$ cat config.mk
export PLATFORM = sky130hd
export DESIGN_NAME = pattern_count_engine
export DESIGN_NICKNAME = d
export VERILOG_FILES = /design/src/rtl/pattern_count_engine.sv
export SDC_FILE = /design/constraint.sdc
export NUM_CORES = 1
export LEC_CHECK = 0
export BUFFER_PORTS_ARGS = -buffer_cell sky130_fd_sc_hd__buf_2
export CAP_MARGIN = 20
export CELL_PAD_IN_SITES_DETAIL_PLACEMENT = 1
export CELL_PAD_IN_SITES_GLOBAL_PLACEMENT = 1
export CORE_ASPECT_RATIO = 0.5
export CORE_MARGIN = 2
export CORE_UTILIZATION = 24
export DETAILED_ROUTE_END_ITERATION = 8
export MAX_ROUTING_LAYER = met4
export PLACE_DENSITY = 0.58
export SYNTH_ARGS = -nofsm -noshare
export SYNTH_HDL_FRONTEND = slang
export SYNTH_SLANG_ARGS = --single-unit
$ cat constraint.sdc
create_clock -name clk -period 4.7 [get_ports clk]
set_clock_uncertainty 0.2 [all_clocks]
set_input_delay 0.705 -clock clk [delete_from_list [all_inputs] [get_ports clk]]
set_output_delay 0.705 -clock clk [all_outputs]
set_load 0.1 [all_outputs]
$ cat src/rtl/pattern_count_engine.sv
// Read-only memory master that scans NUM_BYTES words and counts PAT_W-bit pattern
// hits within words, words with any hit, and across the MSB-first concatenated bitstream.
module pattern_count_engine #(
  parameter int DATA_W    = 8,
  parameter int PAT_W     = 5,
  parameter int NUM_BYTES = 32,
  parameter int ADDR_W    = 8,
  parameter int CNT_W     = $clog2(NUM_BYTES * DATA_W + 1)
) (
  input  logic              clk,
  input  logic              reset,
  input  logic              req,
  input  logic [ADDR_W-1:0] base_addr,
  input  logic [PAT_W-1:0]  pat,
  output logic              mem_rd_en,
  output logic [ADDR_W-1:0] mem_addr,
  input  logic [DATA_W-1:0] mem_rdata,
  output logic              busy,
  output logic              done,
  output logic [CNT_W-1:0]  cnt_within,
  output logic [CNT_W-1:0]  cnt_bytes,
  output logic [CNT_W-1:0]  cnt_cross
);

  localparam int CW    = (PAT_W > 1) ? PAT_W - 1 : 1;
  localparam int IDX_W = (NUM_BYTES > 1) ? $clog2(NUM_BYTES) : 1;
  localparam logic [IDX_W-1:0] LAST_IDX = IDX_W'(NUM_BYTES - 1);

  if (PAT_W < 1 || PAT_W > DATA_W) begin : g_bad_pat_w
    $error("pattern_count_engine: PAT_W must lie in 1..DATA_W");
  end
  if (NUM_BYTES < 1) begin : g_bad_num_bytes
    $error("pattern_count_engine: NUM_BYTES must be at least 1");
  end

  typedef enum logic [1:0] {IDLE, RUN, DRAIN, DONE} state_t;

  state_t              state_q, state_d;
  logic [PAT_W-1:0]    pat_q, pat_d;
  logic [ADDR_W-1:0]   base_q, base_d;
  logic [ADDR_W-1:0]   addr_q, addr_d;
  logic [IDX_W-1:0]    idx_q, idx_d;
  logic                rd_en_q, rd_en_d;
  logic                valid_q, valid_d;
  logic                first_q, first_d;
  logic [CW-1:0]       carry_q, carry_d;
  logic                busy_q, busy_d;
  logic                done_q, done_d;
  logic [CNT_W-1:0]    within_q, within_d;
  logic [CNT_W-1:0]    bytes_q, bytes_d;
  logic [CNT_W-1:0]    cross_q, cross_d;
  logic [CNT_W-1:0]    hits;
  logic [CNT_W-1:0]    span;
  logic [CW+DATA_W-1:0] cat;

  // In-word windows plus the windows that straddle the previous word's tail.
  always_comb begin
    hits = '0;
    span = '0;
    cat  = {carry_q, mem_rdata};
    for (int k = 0; k <= DATA_W - PAT_W; k++) begin
      if (mem_rdata[k +: PAT_W] == pat_q) hits = hits + CNT_W'(1);
    end
    for (int k = DATA_W - PAT_W + 1; k < DATA_W; k++) begin
      if (cat[k +: PAT_W] == pat_q) span = span + CNT_W'(1);
    end
  end

  always_comb begin
    state_d  = state_q;
    pat_d    = pat_q;
    base_d   = base_q;
    addr_d   = addr_q;
    idx_d    = idx_q;
    rd_en_d  = rd_en_q;
    valid_d  = rd_en_q;
    first_d  = first_q;
    carry_d  = carry_q;
    busy_d   = busy_q;
    done_d   = done_q;
    within_d = within_q;
    bytes_d  = bytes_q;
    cross_d  = cross_q;

    if (valid_q) begin
      within_d = within_q + hits;
      bytes_d  = bytes_q + ((hits != '0) ? CNT_W'(1) : CNT_W'(0));
      cross_d  = cross_q + hits + (first_q ? CNT_W'(0) : span);
      carry_d  = mem_rdata[CW-1:0];
      first_d  = 1'b0;
    end

    case (state_q)
      IDLE, DONE: begin
        if (req) begin
          state_d  = RUN;
          pat_d    = pat;
          base_d   = base_addr;
          idx_d    = '0;
          carry_d  = '0;
          first_d  = 1'b1;
          within_d = '0;
          bytes_d  = '0;
          cross_d  = '0;
          rd_en_d  = 1'b0;
          busy_d   = 1'b1;
          done_d   = 1'b0;
        end
      end
      RUN: begin
        rd_en_d = 1'b1;
        addr_d  = base_q + ADDR_W'(idx_q);
        if (idx_q == LAST_IDX) state_d = DRAIN;
        else                   idx_d   = idx_q + IDX_W'(1);
      end
      DRAIN: begin
        rd_en_d = 1'b0;
        // The last read has left the bus; its data is being absorbed this cycle.
        if (!rd_en_q) begin
          state_d = DONE;
          busy_d  = 1'b0;
          done_d  = 1'b1;
        end
      end
      default: state_d = IDLE;
    endcase
  end

  always_ff @(posedge clk or negedge reset) begin
    if (!reset) begin
      state_q  <= IDLE;
      pat_q    <= '0;
      base_q   <= '0;
      addr_q   <= '0;
      idx_q    <= '0;
      rd_en_q  <= 1'b0;
      valid_q  <= 1'b0;
      first_q  <= 1'b0;
      carry_q  <= '0;
      busy_q   <= 1'b0;
      done_q   <= 1'b0;
      within_q <= '0;
      bytes_q  <= '0;
      cross_q  <= '0;
    end else begin
      state_q  <= state_d;
      pat_q    <= pat_d;
      base_q   <= base_d;
      addr_q   <= addr_d;
      idx_q    <= idx_d;
      rd_en_q  <= rd_en_d;
      valid_q  <= valid_d;
      first_q  <= first_d;
      carry_q  <= carry_d;
      busy_q   <= busy_d;
      done_q   <= done_d;
      within_q <= within_d;
      bytes_q  <= bytes_d;
      cross_q  <= cross_d;
    end
  end

  assign mem_rd_en  = rd_en_q;
  assign mem_addr   = addr_q;
  assign busy       = busy_q;
  assign done       = done_q;
  assign cnt_within = within_q;
  assign cnt_bytes  = bytes_q;
  assign cnt_cross  = cross_q;

endmodule

[Word-level counts from Yosys, hierarchy flattened]
Index checks and enable logic that the tools add are counted.
W data, S select, Z words.
Word-level totals
  register bits after elaboration: 64
  bits of input ports: 24
  output and inout bits: 38
  word-level logic and storage cells: 90
Cells by class
  add/sub/neg operators: 12
  eq/ne operators: 16
  muxes and demuxes: 39
  reductions and logical operators: 9
Operators with widths (number)
  $mux W9: 16
  $add A9 B1 Y9 const B: 6
  $eq A5 B5 Y1: 8
  $add A9 B9 Y9: 3
  $mux W4: 3
  $mux W1: 10
  $mux W5: 2
  $pmux W5 S2: 1
  $add A9 B1 Y9: 1
  $reduce_and A3 Y1: 3
  $reduce_bool A9 Y1: 1
  $add A8 B5 Y8: 1
  $ne A2 B2 Y1 const B: 4
  $mux W2: 3
  $pmux W2 S3: 1
  $add A5 B1 Y5 const B: 1
  $eq A5 B5 Y1 const B: 1
  $eq A2 B2 Y1 const B: 2
  $pmux W1 S2: 2
  $reduce_bool A2 Y1: 2
  $pmux W1 S3: 1
  $eq A2 B1 Y1 const B: 1
  $logic_not A2 Y1: 1
  $reduce_and A2 Y1: 1
  $reduce_or A2 Y1: 1

[Longest topological paths before layout]
Gate-level depths: netlist of run 1.
  word-level depth: 14
  mapped depth: 20
  gate-level depth less buffers: 19

[Worst setup path before layout of run 1]
OpenSTA, ideal clock, no wires.
  path kind: input to register
  start point: input mem_rdata[3]
  end point: register cross_q[7] (netlist: cnt_cross[7])
  library setup time: 0.132 ns
  data arrival time: 3.991 ns
  required time: 4.368 ns
  slack: 0.377 ns
  stages: 15
  buffers on the path: 1
  cells stage by stage: clkbuf_8 xnor2_1 and4_1 ha_1 xor2_2 ha_1 mux2_2 fa_1 ha_1 fa_1 a21o_1 a21oi_1 nor3b_1 xnor2_1 nor2_1
On the way
  longest elaborated chain between the ends: 13
  elaborated cells between the ends (all ways): 16
  those cells by class: 5 x add/sub; 4 x eq/ne; 7 x mux
Ends and longest elaborated chain
  start: declaration: line 17  | input logic [DATA_W-1:0] mem_rdata,
  $eq A5 B5 Y1: line 62  | if (mem_rdata[k +: PAT_W] == pat_q) hits = hits + CNT_W'(1);
  $mux W1: line 62
  $add A9 B1 Y9: line 62
  $mux W9: line 62
  $add A9 B1 Y9: line 62
  $mux W9: line 62
  $add A9 B1 Y9: line 62
  $mux W9 *: line 62
  $add A9 B9 Y9 * (2 in a row): line 88  | cross_d = cross_q + hits + (first_q ? CNT_W'(0) : span);
  $mux W9 *: line 85  | if (valid_q) begin
  $mux W9: line 95  | if (req) begin
  $mux W9 *: line 93  | case (state_q)
  named net cross_d[7]: line 51  | logic [CNT_W-1:0] cross_q, cross_d;
  end signal: assignment: line 159  | cross_q <= cross_d;
  end: declaration: line 51
Mark *: on every way through the listed nets, which the timed path passes. The rest lies on a longest branch.
A chain may end at the register's enable or synchronous reset.

[Final worst setup path of run 1]
  start point: register pat_q[0]
  end point: register cross_q[7] (netlist: cnt_cross[7])
On the way
  longest elaborated chain between the ends: 13
  elaborated cells between the ends (all ways): 28
  those cells by class: 8 x add/sub; 8 x eq/ne; 12 x mux
Ends and longest elaborated chain
  start: declaration: line 39  | logic [PAT_W-1:0] pat_q, pat_d;
  start signal: assignment: line 147  | pat_q <= pat_d;
  $eq A5 B5 Y1 (on tied branches): line 62, 65
  $mux W1 (on tied branches): line 62, 65
  $add A9 B1 Y9 (on tied branches): line 62, 65
  $mux W9 (on tied branches): line 62, 65
  $add A9 B1 Y9 (on tied branches): line 62, 65
  $mux W9 (on tied branches): line 62, 65
  $add A9 B1 Y9 (on tied branches): line 62, 65
  $mux W9 (on tied branches): line 62, 65
  $add A9 B9 Y9 or $mux W9 (tied branches): line 88
  $add A9 B9 Y9 *: line 88
  $mux W9 *: line 85
  $mux W9: line 95
  $mux W9 *: line 93
  named net cross_d[7]: line 51
Marks and branches as above.

==> results.md, run 1 <==
- Largest net degree at the start of global routing: 48
- Arrival time worst endpoint: 4.32 ns
- Mean Syn Cell Area: 9.53 µm²
- Syn nets: 508
- Slew @ Worst Pin: 0.983 ns
- Hold Buf Count CTS: 0
- Pre-CTS setup slack: -0.0431 ns
- HPWL Detailed: 7610 µm
- PD cells: 659 nW/µm²
- Mux contribution to synthesized area: 5.26%
- Worst Setup End Kind: register
- Worst Path Required: 4.67 ns
- Multi-input logic area: 2420 µm²
- Final ANT Viol Nets: 0
- RSZ-0062 raised after global routing: no
- Final hold vios: 0
- Fin crit share: 92.5%
- Antenna fix cells: 0
- WS Path Type: reg -> reg
- Fillers: 2022
- CP peak stage delay: 0.50 ns
- Synth Area in Adders: 10.3%
- DR pass1 iterations: 4
- Post-Route WL: 10300 µm
- Share of layout cells above drive strength 1: 19.9%
- Placed cell areas: 4800 µm²
- Drt wl/cell: 13.8 µm
- Maxcap violations: 0
- Vias: 3271
- CTS Sinks: 64
- Post-synth EDFFs: 0
- CTS Buf Count: 9
- Worst vdd ir: 0.000196 V
- Synth Area in Compound Gates: 9.74%
- H-Tree Depth: 3
- Vias in the first global route: 3513
- Row Count: 34
- Port bufs: 61
- Synthesis Warnings: 0
- Synth cell types: 54
- Most used flip-flop cell after synthesis: dfrtp_1
- First-pass GRT wire length: 17400 µm
- Post-Synth XOR/XNOR Area: 14.5%
- Reg area: 1600 µm²
- Total gr overflow: 0
- F_max: 230 MHz
- Final worst setup slack: 0.355 ns
- Leak Pwr: 2.44 nW
- CTS root buf: clkbuf_16
- Status: complete, no violations
- Post-CTS setup buffer count: 0
- Reg clk slew, reported paths: 0.06 ns
- Clock insertion delay at the later pin of the skew report: 0.33 ns
- CTS tree: yes
- GR Util All Layers: 11.6%
- Syn Inst Count: 452
- Asr flop ratio synth: 100%
- CP Launch Type: register
- Seq/Total Area, Yosys: 37.2%
- Post-synthesis register bit count: 64
- Core Area: 17500 µm²
- Fin Hold WS: 0.259 ns
- Die height: 98.7 µm
- Final instance area: 5070 µm²
- Tmin final: 4.35 ns
- Vias per Instance: 4.38
- Largest family of logic cells by synthesized area: simple AND/OR/NAND/NOR gates
- Final nets: 563
- Residual DRC count: 0
- Io pins: 62
- Worst Hold Class: reg -> reg
- Slowest cell on the critical path: dfrtp_2
- DRT iter0 DRCs: 93
- Simple-gate share of the synthesized area: 16.2%
- Critical path's most frequent cell: ha_1
- Max Slew Vio Count: 0
- Cell Chain, Critical Path: xor2_1, nor2_1, and4_1, inv_1, ha_1, mux2i_1, ha_1, mux2_2, fa_1, ha_1, fa_1, a21o_1, a21oi_1, nor3b_1, xnor2_1, nor2_1
- Initial antenna violation count: 0
- Final RePlAce weighted congestion: 0.746
- Die Wd: 193 µm
- Initial core utilization: 24.6%
- Final setup viols: 0
- Area delta synth->final: 17.9%
- Max clock buf depth: 2
- Full die area: 19100 µm²
- Cell area after synthesis: 4310 µm²
- Worst slew margin: 34.4%
- Crit-path max FO: 9
[repair_timing]
action / CTS / global route
hold endpoints to repair: 0 / 0
gates resized for setup: 0 / 3
setup endpoints to repair: 0 / 4
[registers in the layout, indices dropped and copies added (netlist names)]
name and flops:
base_q 8, busy 1, carry_q 4, cnt_bytes 9, cnt_cross 9, cnt_within 9, done 1, first_q 1
idx_q 5, mem_addr 8, mem_rd_en 1, pat_q 5, state_q 2, valid_q 1
[placed cells by master (no fill, tap or decap), drive strengths merged, types with 6 or more instances in the layout]
master  instances
nor3           11
o21ai          22
nand2          57
xnor2          37
buf            71
fa              6
nor2b           7
a21o            8
xor2           27
inv            28
nor2           36
ha             26
clkbuf         13
a21oi          19
nand4           6
dfrtp          64
nand3          10
mux2i          17
[synth_stat cells, types with 3 or more instances]
cell type   n  area, µm²
nand2b_1    4       25.0
a211oi_1    3       22.5
nand3_1     9       45.0
mux2i_1    17        170
nor2b_1     7       43.8
nor2_1     36        135
a21o_1      8       60.1
mux2_2      5       56.3
xor2_1     26        228
xnor2_1    34        298
dfrtp_1    64       1600
nand4_1     6       37.5
nor3_1      8       40.0
o21ai_0    22        110
nand2_1    57        214
buf_6       5       56.3
inv_1      28        105
a21oi_1    19       95.1
buf_1       3       11.3
or3_1       5       31.3
clkbuf_8    3       41.3
clkbuf_1   13       48.8
fa_1        6        120
ha_1       26        325
xnor2_4     3       82.6
[cell type report]
class | count | share of cell area [%]
inverter | 28 | 2.07
clock buffer | 13 | 4.93
sequential | 64 | 31.6
multi-input combinational | 333 | 47.8
clock inverter | 3 | 0.345
timing repair buffer | 71 | 7.50
tap | 234 | 5.77
[worst max-delay path: cells and delay by family, from the launching register on]
kind                     cells  cell delay, ns
buffers and inverters        1            0.05
multiplexers                 2            0.59
AO/OA/AOI/OAI                2            0.36
XOR/XNOR                     2            0.33
AND/OR/NAND/NOR              4            0.52
flip-flops                   1            0.50
adder cells (fa/ha/maj)      5            1.63
[metal layers]
metal | routed length (µm) | GRT usage (%) | vias up
met3 | 161 | 2.16 | 10
met5 | 0 | - | -
met4 | 116 | 3.17 | 0
met1 | 5010 | 14.2 | 1621
met2 | 5020 | 20.0 | 20
li1 | - | - | 1620
[where the power goes]
| part | switching [mW] | internal, mW |
|---|---|---|
| clock | 0.241 | 0.370 |
| sequential | 0.191 | 0.730 |
| combinational | 1.22 | 0.593 |
[metrics by stage]
step | TNS [ns] | cells | util (%) | power, mW
floorplan | 0 | 452 | - | 2.40
global placement | 0 | 730 | 27.4 | 2.74
detailed placement | -0.0760 | 730 | 27.4 | 2.78
CTS | 0 | 746 | 29.0 | 3.41
global route | 0 | 746 | 29.0 | 3.61
finish | 0 | 746 | 29.0 | 3.35
[cell families (layout without fill, tap and decap cells)]
logic type,Yosys count,in the layout
adders and majority gates,32,32
other,1,1
AOI/OAI and AO/OA,68,68
buffers and inverters,55,115
DFF,64,64
muxes,22,22
and+or+nand+nor,146,146
xor gates and xnor gates,64,64
[worst paths after layout]
check                                 startpoint                endpoint  slack [ns]  cells after the start
max in group asynchronous                  reset  cnt_cross[2]$_DFF_PN0_        3.06                      2
setup reg to reg            pat_q[0]$_DFFE_PN0P_  cnt_cross[7]$_DFF_PN0_        0.35                     16
min in group asynchronous                  reset    idx_q[2]$_DFFE_PN0P_        0.32                      1
hold / removal             mem_rd_en$_DFFE_PN0P_       valid_q$_DFF_PN0_        0.26                      0
setup / recovery            pat_q[0]$_DFFE_PN0P_  cnt_cross[7]$_DFF_PN0_        0.35                     16
hold reg to reg            mem_rd_en$_DFFE_PN0P_       valid_q$_DFF_PN0_        0.26                      0
No activity file was read; power rests on OpenSTA's default activity.
==> run 2: changes to the inputs <==
RECOVER_POWER = 25   (was unset)
==> run 2 against run 1 <==
The run now ends with capacitance limit, slew limit left. Via count is 0.18% higher. Routed wire length about the same. Critical path depth unchanged. Non-clock buffer count is the same. Global-route usage stayed put. Critical path type unchanged. Highest routed layer unchanged. Count of clock-buffer cells in the layout unchanged.
==> results.md, run 2 (synthesis gave the netlist of run 1 again) <==
- Status: finished, violations left
- Failing checks: capacitance limit, slew limit
- Antenna fix cells: 0 (unchanged)
- Slew @ Worst Pin: 2.22 ns (+1.24 ns)
- CP Launch Type: register
- WS Path Type: reg -> reg
- Tmin final: 4.35 ns (-0.0000240 ns)
- Top delay family on crit path: adder cells
- Residual DRC count: 0 (unchanged)
- Crit-path max FO: 9 (unchanged)
- Final setup viols: 0 (unchanged)
- H-Tree Depth: 3 (unchanged)
- Most frequent cells in the layout: dfrtp_1, buf_2, nand2_1
- Final nets: 563 (unchanged)
- HPWL Detailed: 7610 µm (unchanged)
- Reg2reg path depth: 16 (unchanged)
- Worst vdd ir: 0.000196 V (unchanged)
- Final instance area: 5070 µm² (about the same)
- Initial core utilization: 24.6% (unchanged)
- Worst Path Required: 4.67 ns (about the same)
- Arrival time worst endpoint: 4.32 ns (about the same)
- Final ANT Viol Nets: 0 (unchanged)
- Maxcap violations: 1 (+1)
- Reg clk slew, reported paths: 0.06 ns (about the same)
- Max clock buf depth: 2 (unchanged)
- Worst Path Buf+Inv: 1 (unchanged)
- GR Util All Layers: 11.6% (unchanged)
- Die Wd: 193 µm (unchanged)
- CTS root buf: clkbuf_16
- Critical Path Sink: cnt_cross[7]$_DFF_PN0_
- Total gr overflow: 0 (unchanged)
- Cell Chain, Critical Path: xor2_1, nor2_1, and4_1, inv_1, ha_1, mux2i_1, ha_1, mux2_2, fa_1, ha_1, fa_1, a21o_1, a21oi_1, nor3b_1, xnor2_1, nor2_1
- Placed Cells: 730 (unchanged)
- Post-Route WL: 10300 µm (about the same)
- Initial antenna violation count: 0 (unchanged)
- Pre-CTS setup slack: -0.0431 ns (unchanged)
- Worst slew margin: -48.1% (-83 points)
- Row Count: 34 (unchanged)
- Commonest non-fill, non-tap cell in the layout: dfrtp_1
- DR pass1 iterations: 4 (unchanged)
- Hold Crit Start: mem_rd_en$_DFFE_PN0P_
- Leak Pwr: 2.43 nW (-0.11%)
- Reg2reg end: cnt_cross[7]$_DFF_PN0_
- DRT iter0 DRCs: 93 (unchanged)
- First-pass GRT wire length: 17400 µm (unchanged)
- Vias in the first global route: 3513 (unchanged)
- CTS tree: yes
- Largest net degree at the start of global routing: 48 (unchanged)
- FF-to-FF Start: pat_q[0]$_DFFE_PN0P_
- PD cells: 659 nW/µm² (about the same)
- Final RePlAce weighted congestion: 0.746 (unchanged)
- Fin crit share: 92.5% (about the same)
- Placed cell areas: 4800 µm² (unchanged)
- Clock insertion delay at the later pin of the skew report: 0.33 ns (about the same)
- Non-Filler Instances: 746 (unchanged)
- Flop-to-flop setup slack: 0.35 ns (about the same)
- Full die area: 19100 µm² (unchanged)
- Pwr Total: 3.35 mW (about the same)
- CP peak stage delay: 0.50 ns (about the same)
- Worst Hold Class: reg -> reg
- Drt wl/cell: 13.8 µm (about the same)
- CTS Buf Count: 9 (unchanged)
- Core Area: 17500 µm² (unchanged)
- Max Slew Vio Count: 40 (+40)
- Slowest cell on the critical path: dfrtp_2
- Post-CTS setup buffer count: 0 (unchanged)
- Vias: 3277 (+0.18%)
- Area delta synth->final: 17.8% (about the same)
- Die height: 98.7 µm (unchanged)
- Final hold vios: 0 (unchanged)
- RSZ-0062 raised after global routing: no
- Port bufs: 61 (unchanged)
- Share of layout cells above drive strength 1: 19.7% (-0.20 points)
- F_max: 230 MHz (about the same)
- Final worst setup slack: 0.355 ns (+0.0000240 ns)
- Critical path launch point: pat_q[0]$_DFFE_PN0P_
- Io pins: 62 (unchanged)
- Critical path's most frequent cell: ha_1
- CTS Sinks: 64 (unchanged)
- WP depth: 16 (unchanged)
- Vias per Instance: 4.39 (+0.18%)
- Worst Setup End Kind: register
- Fin Hold WS: 0.259 ns (unchanged)
==> run 2: cell types whose count changed in the layout (fill, tap and decap cells not counted), sizes merged <==
| cell | delta |
|---|---|
| clkbuf | +1 |
| buf | -1 |
==> run 2: power by group <==
group	leakage, nW	internal, mW	switching [mW]
logic	1.47	0.593	1.22
registers	0.830	0.730	0.191
clock network	0.130	0.370	0.241
==> run 2: metrics by stage <==
stage | util (%) | TNS [ns]
4_1_cts | 29.0 | 0
2_1_floorplan | - | 0
6_report | 29.0 | 0
3_3_place_gp | 27.4 | 0
5_1_grt | 29.0 | 0
3_5_place_dp | 27.4 | -0.0760
==> run 2: final cells by class <==
| class | count | area (µm²) |
|---|---|---|
| Fill cell | 2023 | 12400 |
| Multi-Input combinational cell | 333 | 2420 |
| Sequential cell | 64 | 1600 |
| Timing Repair Buffer | 71 | 379 |
| Tap cell | 234 | 293 |
| Clock buffer | 13 | 250 |
| Inverter | 28 | 105 |
| Clock inverter | 3 | 17.5 |
==> run 2: worst min path at each step <==
stage / to / slack [ns] / cells after the start
after CTS: valid_q$_DFF_PN0_ / 0.27 / 0
after global routing: valid_q$_DFF_PN0_ / 0.29 / 0
final: valid_q$_DFF_PN0_ / 0.26 / 0
after floorplan: base_q[0]$_DFFE_PN0P_ / 0.21 / 0
after detailed placement: valid_q$_DFF_PN0_ / 0.26 / 0
after global placement: valid_q$_DFF_PN0_ / 0.26 / 0
==> run 2: layer usage <==
layer	GRT usage, %	wire length (µm)	vias up
li1	-	-	1620
met5	-	0	-
met4	3.17	116	0
met3	2.16	168	10
met1	14.2	5000	1623
met2	20.0	5020	24
==> run 2: repair_timing <==
item,in CTS,in global routing
resized for setup,0,3
endpoints found under the setup margin,0,4
hold buffers,0,0
